[src/rtl/gb_lcd_capture_pkg.sv]
// Shared Game Boy LCD geometry, address width and capture FSM encoding.
// The display and readback logic import this package too.
package gb_lcd_capture_pkg;

    localparam int H_PIX_DEF          = 160;
    localparam int V_LINES_DEF        = 144;
    localparam int BYTES_PER_LINE_DEF = H_PIX_DEF / 4;
    localparam int ADDR_W             = 13;

    typedef enum logic [1:0] {
        WAIT_FRAME = 2'd0,
        ACTIVE     = 2'd1,
        LINE_END   = 2'd2
    } cap_state_t;

    // GB data pins are active-low; the shade is the inverted pin pair.
    function automatic logic [1:0] pix_decode(input logic d0, input logic d1);
        return {~d0, ~d1};
    endfunction

endpackage

[src/rtl/gb_lcd_capture_sync2.sv]
// Two-flop synchronizer for one asynchronous Game Boy LCD signal.
module gb_sync2 (
    input  logic clk_50,
    input  logic rst_n,
    input  logic d,
    output logic q
);

    logic meta;

    always_ff @(posedge clk_50 or negedge rst_n) begin
        if (!rst_n) begin
            meta <= 1'b0;
            q    <= 1'b0;
        end else begin
            meta <= d;
            q    <= meta;
        end
    end

endmodule

[src/rtl/gb_lcd_capture.sv]
// Captures the Game Boy LCD pixel stream and packs four 2-bit pixels per
// display-RAM byte write, tracking line/frame structure with a small FSM.
//
// state      | meaning
// WAIT_FRAME | idle until the VSync pulse ends; no writes
// ACTIVE     | counting and packing pixels of the current line
// LINE_END   | HSync high; waiting for it to drop to open the next line
module gb_lcd_capture
    import gb_lcd_capture_pkg::*;
#(
    parameter int H_PIX          = H_PIX_DEF,
    parameter int V_LINES        = V_LINES_DEF,
    parameter int BYTES_PER_LINE = BYTES_PER_LINE_DEF
) (
    input  logic              clk_50,
    input  logic              rst_n,
    input  logic              GB_PClk,
    input  logic              GB_VSync,
    input  logic              GB_HSync,
    input  logic              GB_Data0,
    input  logic              GB_Data1,
    output logic              wr_en,
    output logic [ADDR_W-1:0] wr_addr,
    output logic [7:0]        wr_data,
    output logic              frame_done,
    output logic              line_err
);

    localparam int PIX_W  = $clog2(H_PIX + 1);
    localparam int LINE_W = $clog2(V_LINES + 1);

    logic pclk_s, vs_s, hs_s, d0_s, d1_s;
    logic pclk_q, vs_q, hs_q;
    logic pclk_rise, vs_rise, vs_fall, hs_rise, hs_fall, pix_evt;

    gb_sync2 u_sync_pclk (.clk_50(clk_50), .rst_n(rst_n), .d(GB_PClk),  .q(pclk_s));
    gb_sync2 u_sync_vs   (.clk_50(clk_50), .rst_n(rst_n), .d(GB_VSync), .q(vs_s));
    gb_sync2 u_sync_hs   (.clk_50(clk_50), .rst_n(rst_n), .d(GB_HSync), .q(hs_s));
    gb_sync2 u_sync_d0   (.clk_50(clk_50), .rst_n(rst_n), .d(GB_Data0), .q(d0_s));
    gb_sync2 u_sync_d1   (.clk_50(clk_50), .rst_n(rst_n), .d(GB_Data1), .q(d1_s));

    always_ff @(posedge clk_50 or negedge rst_n) begin
        if (!rst_n) begin
            pclk_q <= 1'b0;
            vs_q   <= 1'b0;
            hs_q   <= 1'b0;
        end else begin
            pclk_q <= pclk_s;
            vs_q   <= vs_s;
            hs_q   <= hs_s;
        end
    end

    assign pclk_rise = pclk_s & ~pclk_q;
    assign vs_rise   = vs_s & ~vs_q;
    assign vs_fall   = ~vs_s & vs_q;
    assign hs_rise   = hs_s & ~hs_q;
    assign hs_fall   = ~hs_s & hs_q;
    // An HSync edge in the same cycle wins; the pixel is dropped.
    assign pix_evt   = pclk_rise & ~hs_s & ~vs_s & ~hs_rise;

    cap_state_t state_q, state_d;
    logic       frame_start, line_close, line_open;

    always_ff @(posedge clk_50 or negedge rst_n) begin
        if (!rst_n) state_q <= WAIT_FRAME;
        else        state_q <= state_d;
    end

    always_comb begin
        state_d     = state_q;
        frame_start = 1'b0;
        line_close  = 1'b0;
        line_open   = 1'b0;
        if (vs_rise) begin
            state_d = WAIT_FRAME;
        end else begin
            case (state_q)
                WAIT_FRAME: if (vs_fall) begin
                    state_d     = ACTIVE;
                    frame_start = 1'b1;
                end
                ACTIVE: if (hs_rise) begin
                    state_d    = LINE_END;
                    line_close = 1'b1;
                end
                LINE_END: if (hs_fall) begin
                    state_d   = ACTIVE;
                    line_open = 1'b1;
                end
                default: state_d = WAIT_FRAME;
            endcase
        end
    end

    logic [PIX_W-1:0]  pix_cnt;
    logic [LINE_W-1:0] line_cnt;
    logic [7:0]        pack;
    logic              byte_rdy;
    logic [ADDR_W-1:0] byte_addr;
    logic              pix_take;

    assign pix_take = (state_q == ACTIVE) && pix_evt && (pix_cnt != PIX_W'(H_PIX));

    always_ff @(posedge clk_50 or negedge rst_n) begin
        if (!rst_n) begin
            pix_cnt    <= '0;
            line_cnt   <= '0;
            pack       <= '0;
            byte_rdy   <= 1'b0;
            byte_addr  <= '0;
            wr_en      <= 1'b0;
            wr_addr    <= '0;
            wr_data    <= '0;
            frame_done <= 1'b0;
            line_err   <= 1'b0;
        end else begin
            byte_rdy   <= 1'b0;
            frame_done <= 1'b0;
            line_err   <= 1'b0;
            wr_en      <= byte_rdy;
            if (byte_rdy) begin
                wr_addr <= byte_addr;
                wr_data <= pack;
            end
            if (vs_rise) begin
                frame_done <= (line_cnt == LINE_W'(V_LINES));
                line_cnt   <= '0;
                pix_cnt    <= '0;
            end
            if (frame_start) begin
                line_cnt <= '0;
                pix_cnt  <= '0;
            end
            if (line_close) line_err <= (pix_cnt != PIX_W'(H_PIX));
            if (line_open) begin
                pix_cnt <= '0;
                if (line_cnt != LINE_W'(V_LINES)) line_cnt <= line_cnt + 1'b1;
            end
            if (pix_take) begin
                pix_cnt <= pix_cnt + 1'b1;
                pack    <= {pack[5:0], pix_decode(d0_s, d1_s)};
                // Lines past the frame keep counting pixels but never write.
                if (pix_cnt[1:0] == 2'd3 && line_cnt < LINE_W'(V_LINES)) begin
                    byte_rdy  <= 1'b1;
                    byte_addr <= ADDR_W'(line_cnt) * ADDR_W'(BYTES_PER_LINE)
                                 + ADDR_W'(pix_cnt >> 2);
                end
            end
        end
    end

endmodule

[config.mk]
export PLATFORM = sky130hd
export DESIGN_NAME = gb_lcd_capture
export DESIGN_NICKNAME = d
export VERILOG_FILES = /design/src/rtl/gb_lcd_capture_pkg.sv /design/src/rtl/gb_lcd_capture_sync2.sv /design/src/rtl/gb_lcd_capture.sv
export SDC_FILE = /design/constraint.sdc
export NUM_CORES = 1
export LEC_CHECK = 0
export BUFFER_PORTS_ARGS = -buffer_cell sky130_fd_sc_hd__buf_2
export CAP_MARGIN = 0
export CORE_MARGIN = 8
export CORE_UTILIZATION = 40
export CTS_CLUSTER_DIAMETER = 120
export CTS_CLUSTER_SIZE = 12
export DETAILED_ROUTE_END_ITERATION = 12
export SLEW_MARGIN = 0
export SYNTH_ARGS = -nofsm -noshare
export SYNTH_HDL_FRONTEND = slang
export SYNTH_SLANG_ARGS = --single-unit
[constraint.sdc]
create_clock -name clk_50 -period 2.8 [get_ports clk_50]
set_input_delay 0.7 -clock clk_50 [delete_from_list [all_inputs] [get_ports clk_50]]
set_output_delay 0.7 -clock clk_50 [all_outputs]
set_load 0.05 [all_outputs]
==> results.txt, run 1 <==
CTS H-tree depth - 3
Mapped cell area - 3580 um2
Crit path time final - 2.58 ns
Clk_skew - 0.0123 ns
Top FF cell, synth - dfrtp_1
Grt ovf - 0
Placed insts - 433
Ant diodes - 0
Max incr delay on CP - 0.47 ns
Top-area cell type share of the netlist area - 53.8%
Seq/Total Area, Yosys - 53.8%
#FFs+latches synth - 77
CP max stage cell - dfrtp_1
WP buf/inv - 0
Delay-heaviest family, CP - adder cells
Slew @ Worst Pin - 0.869 ns
Sequential share of power - 54.8%
Die width - 111 um
Crit share post-route - 92.1%
Fin nets - 366
Data arrival time of the worst path - 2.81 ns
Worst-path cell chain - ha_1 > ha_1 > fa_1 > a211oi_1 > o21bai_1 > a21oi_1 > xor2_1 > xnor2_1 > a21oi_1
Ys async rst share - 100%
Number of synthesized flops with an enable pin - 0
Leakage - 2.07 nW
Final hold violations - 0
Buffers on Ports - 30
Final cell count without fillers - 449
Synth warnings - 0
Clk root buf - clkbuf_8
Combinational power share - 5.8%
F_max - 0.388 GHz
Core Rows - 34
Vias in the first global route - 2287
Final setup vio count - 0
Power Density - 538 nW/um2
Crit path launch - line_cnt[3]
Critical Path RT - 3.03 ns
GR Util All Layers - 10.7%
Nature of the critical path startpoint - flop
Global-route wire length before repair - 11000 um
Placer Congestion - 0.791
CTS hold repair buffers - 0
Final worst slack - 0.222 ns
IO Pins - 31
Count leader, synth - dfrtp_1
Post-synthesis cell count - 299
P_int - 0.00164 W
Final antenna-violating net count - 0
Vias per cell - 4.90
Post-DP HPWL - 4320 um
Initial antenna violation count - 0
Skew-Pair Late Insertion Delay - 0.35 ns
CTS tree - done
Post-synth top area cell - dfrtp_1
Total CTS buffers - 9
Unrepaired setup endpoints after global routing - no
Setup TNS - 0 ns
Max transition margin - 42.1%
Endpoint class of the critical path - flop
Final wirelength - 6060 um
Die area - 12200 um2
Hold Path Class - in2async
Net Sw Frac - 25.4%
Initial Util - 41.1%
Peak supply drop - 0.207 mV
Synth unique cells - 44
Sink Count - 77
RR Startpoint - line_cnt[3]
CP max FO - 7
Share of layout cells above drive strength 1 - 26.4%
Commonest cells post-synth - 77 x dfrtp_1, 28 x mux2_2, 28 x nor2_1
DR pass1 iterations - 4
Fin. max-slew vios - 0
Largest net degree at the start of global routing - 47
Max-Cap Viols - 0
Post-Place Worst Slack - 0.201 ns
Syn nets - 329
Initial DRC count - 75
Clk buf depth - 2
Setup CP Type - reg2reg
Reg clk slew, reported paths - 0.08 ns
Clk pwr share - 39.4%
Ranking of synthesized cells by area - dfrtp_1 54%, mux2_2 8.8%, ha_1 7.3%, o21ai_0 3.4%, nor2_1 2.9%
Run status - finished, final reports clean
DR WL/cell - 13.5 um
Syn_area_per_cell - 12.0 um2
Area Growth Syn to Fin - 13.7%
DRC errors left - 0
Core area - 8720 um2
Psw - 0.000557 W
Via count - 2201
Height of the chip - 111 um
per-layer routing:
layer / vias to the layer above / global-route usage, % / share of wire, % / wire length (um)
met5: - / 0 / 0 / 0
met4: 0 / 5.59 / 1.7 / 103
met3: 9 / 2.81 / 3.4 / 207
met2: 33 / 15.9 / 44 / 2650
met1: 1043 / 13.8 / 51 / 3100
li1: 1116 / - / - / -
area by class of cell:
| class | instances | area [um2] |
|---|---|---|
| clock buffers | 9 | 124 |
| clock inverters | 7 | 80.1 |
| fillers | 791 | 4640 |
| inverters | 12 | 45.0 |
| multi-input cells | 202 | 1580 |
| flip-flops and latches | 77 | 1930 |
| well taps | 108 | 135 |
| repair buffers | 34 | 183 |
what timing repair did:
action	4_1_cts	5_1_grt
endpoints found under the setup margin	0	1
resized for setup	0	2
setup buffers	0	0
power by group through the flow:
stage                     combinational [W]  clock, W  sequential (W)
after floorplan                   0.0000805         0         0.00122
after global placement             0.000127         0         0.00122
after detailed placement           0.000130         0         0.00123
after CTS                          0.000132  0.000897         0.00120
after global routing               0.000150  0.000942         0.00121
final                              0.000128  0.000863         0.00120
placed cells by master, fill, tap and decap left out, drive strengths merged, types with 9 or more instances in the layout:
master	Yosys	layout
dfrtp	77	77
buf	3	34
mux2	31	31
nor2	28	28
o21ai	24	24
ha	21	21
inv	12	15
nand2	14	14
xor2	10	10
a21oi	9	9
clkbuf	5	9
nand3	9	9
kinds of logic (layout without fill, tap and decap cells):
kind of cell	count (synthesis)	count (layout)	share of synthesized area [%]
compound gates	49	49	8.03
xor+xnor	13	13	3.18
fa+ha+maj	23	23	8.45
buf+inv	20	62	2.44
flops	77	77	53.8
mux	32	32	10.3
simple gates	85	85	13.8
worst register-to-register path, cell delays in order (launching register included):
cell	delay (ns)
dfrtp_1	0.47
ha_1	0.32
ha_1	0.23
fa_1	0.41
a211oi_1	0.31
o21bai_1	0.12
a21oi_1	0.17
xor2_1	0.21
xnor2_1	0.14
a21oi_1	0.08
state kept, by name (all words and copies together) (netlist names), 2 cells and up:
signal     cells
wr_data        8
state_q        2
wr_addr       13
line_cnt       8
byte_addr     13
pix_cnt        8
pack           8
final timing paths:
kind | end | slack, ns | cells after the start
max reg2reg | byte_addr[12] | 0.22 | 9
max | byte_addr[12] | 0.22 | 9
min in group clk_50 | u_sync_d1.q | 0.34 | 0
min reg2reg | u_sync_d1.q | 0.34 | 0
min | hs_q | 0.34 | 1
max in group asynchronous | pack[0] | 1.84 | 2
through the flow:
step	util, %	instance area [um2]	hold slack [ns]	total power (W)
after floorplan	-	3580	0.331	0.00130
after global placement	44.3	3860	0.332	0.00135
after detailed placement	44.3	3860	0.335	0.00136
after CTS	46.6	4060	0.354	0.00223
after global routing	46.7	4080	0.355	0.00231
final	46.7	4080	0.343	0.00219
No activity file was read; power rests on OpenSTA's default activity.
==> run 2, diff against run 1 <==
MAX_ROUTING_LAYER = met4   (was not set)
==> results.txt, run 2 (synthesis gave the netlist of run 1 again) <==
Post-DP HPWL - 4320 um (unchanged)
Clk root buf - clkbuf_8
Fin. max-slew vios - 0 (unchanged)
Fin nets - 366 (unchanged)
Peak supply drop - 0.207 mV (about the same)
Final setup vio count - 0 (unchanged)
Final wirelength - 6060 um (-0.13%)
IO Pins - 31 (unchanged)
Met3 Use GR - 2.71% (-0.11 points)
Total CTS buffers - 9 (unchanged)
Nature of the critical path startpoint - flop
CP max stage cell - dfrtp_1
Initial antenna violation count - 0 (unchanged)
R2r setup slk - 0.22 ns (about the same)
Initial DRC count - 77 (+2.7%)
Global-route wire length before repair - 11000 um (about the same)
Max incr delay on CP - 0.47 ns (about the same)
Clk buf depth - 2 (unchanged)
Power Density - 538 nW/um2 (about the same)
Hold_sp - u_sync_d1.meta
Worst Hold Path EP - u_sync_d1.q
Ant diodes - 0 (unchanged)
Crit path time final - 2.58 ns (-0.0000380 ns)
Final antenna-violating net count - 0 (unchanged)
Max transition margin - 42.1% (unchanged)
Placed insts - 433 (unchanged)
Vias per cell - 4.91 (+0.18%)
CTS tree - done
Share of layout cells above drive strength 1 - 26.4% (unchanged)
Worst reg2reg path endpoint - byte_addr[12]
Combined area of the multi-input logic cells - 1580 um2 (unchanged)
Largest net degree at the start of global routing - 47 (unchanged)
Final hold violations - 0 (unchanged)
DRC errors left - 0 (unchanged)
Core area - 8720 um2 (unchanged)
Worst-path cell chain - ha_1 > ha_1 > fa_1 > a211oi_1 > o21bai_1 > a21oi_1 > xor2_1 > xnor2_1 > a21oi_1
RR Startpoint - line_cnt[3]
FF-to-FF path depth - 9 (unchanged)
Leakage - 2.07 nW (unchanged)
Most Crowded Layer GR - met2
CP max FO - 7 (unchanged)
Core Rows - 34 (unchanged)
Setup CP Type - reg2reg
CTS hold repair buffers - 0 (unchanged)
Hold_ws - 0.343 ns (+0.00000800 ns)
GR Util All Layers - 11.0% (+0.30 points)
Height of the chip - 111 um (unchanged)
Reg clk slew, reported paths - 0.09 ns (about the same)
Setup bufs post-CTS - 0 (unchanged)
Grt met1 use - 13.9% (+0.067 points)
Critical Path RT - 3.03 ns (about the same)
Most common cell after layout, fill and taps aside - dfrtp_1
Max-Cap Viols - 0 (unchanged)
Setup TNS - 0 ns (unchanged)
Most frequent cells in the layout - 77 x dfrtp_1, 29 x buf_2, 28 x nor2_1, 28 x mux2_2, 24 x o21ai_0
F_max - 0.388 GHz (about the same)
Endpoint class of the critical path - flop
Fillers - 791 (unchanged)
Run status - finished, final reports clean
CTS H-tree depth - 3 (unchanged)
Clk_skew - 0.0123 ns (+0.000000400 ns)
Final cell count without fillers - 449 (unchanged)
Crit share post-route - 92.1% (about the same)
Hold Path Class - reg2reg
Initial Util - 41.1% (unchanged)
Final core occ - 46.7% (unchanged)
Area Growth Syn to Fin - 13.7% (unchanged)
Grt ovf - 0 (unchanged)
Sink Count - 77 (unchanged)
Die width - 111 um (unchanged)
Slew @ Worst Pin - 0.869 ns (+0.0000000596 ns)
Data arrival time of the worst path - 2.80 ns (about the same)
M2 GR Usage - 15.9% (unchanged)
Die area - 12200 um2 (unchanged)
Skew-Pair Late Insertion Delay - 0.35 ns (about the same)
DR WL/cell - 13.5 um (-0.13%)
Buffers on Ports - 30 (unchanged)
FF/Latch Area - 1930 um2 (unchanged)
Placer Congestion - 0.802 (+1.4%)
Cts repair resizes - 0 (unchanged)
DR pass1 iterations - 6 (+2)
Biggest regs - byte_addr (13), wr_addr (13)
Via count - 2205 (+0.18%)
Vias in the first global route - 2288 (+0.044%)
Hold path depth - 0
Unrepaired setup endpoints after global routing - no
## run 2: cell counts in the layout (fill, tap and decap cells not counted)
No cell type changed its count.
## run 2: per-stage QoR
stage                     cell area, um2  total power (W)  setup slack (ns)
after floorplan                     3580          0.00130             0.428
after global placement              3860          0.00135             0.277
after detailed placement            3860          0.00136             0.201
after CTS                           4060          0.00223             0.173
after global routing                4080          0.00231            0.0389
final                               4080          0.00219             0.222
## run 2: how the worst max path moves through the flow
stage | start | slack [ns] | to | depth (start not counted)
floorplan | line_cnt[3] | 0.43 | byte_addr[12] | 9
detailed placement | line_cnt[3] | 0.20 | byte_addr[12] | 9
global route | line_cnt[3] | 0.04 | byte_addr[12] | 9
global placement | line_cnt[3] | 0.28 | byte_addr[12] | 9
CTS | line_cnt[3] | 0.17 | byte_addr[12] | 9
finish | line_cnt[3] | 0.22 | byte_addr[12] | 9
## run 2: final cells by class
cell class	instances	area share [%]
Multi-Input combinational cell	202	38.8
Timing Repair Buffer	34	4.48
Tap cell	108	3.31
Clock buffer	9	3.04
Sequential cell	77	47.3
Inverter	12	1.10
Clock inverter	7	1.96
## run 2: where the power goes
| group | internal (W) | switching (W) | total [W] |
|---|---|---|---|
| Sequential | 0.00116 | 0.0000435 | 0.00120 |
| Combinational | 0.0000555 | 0.0000727 | 0.000128 |
| Clock | 0.000423 | 0.000440 | 0.000863 |
| Total | 0.00164 | 0.000556 | 0.00219 |
## run 2: critical path, delay by kind of cell (launching register included)
family                   cells  cell delay (ns)
adder cells (fa/ha/maj)      3             0.96
AO/OA/AOI/OAI                4             0.68
flip-flops                   1             0.47
XOR/XNOR                     2             0.35
## run 2: layer usage
metal  share of wire, %  wire [um]
met2                 44       2650
met5                  0          0
met3                3.1        190
met1                 51       3110
met4                1.7        103
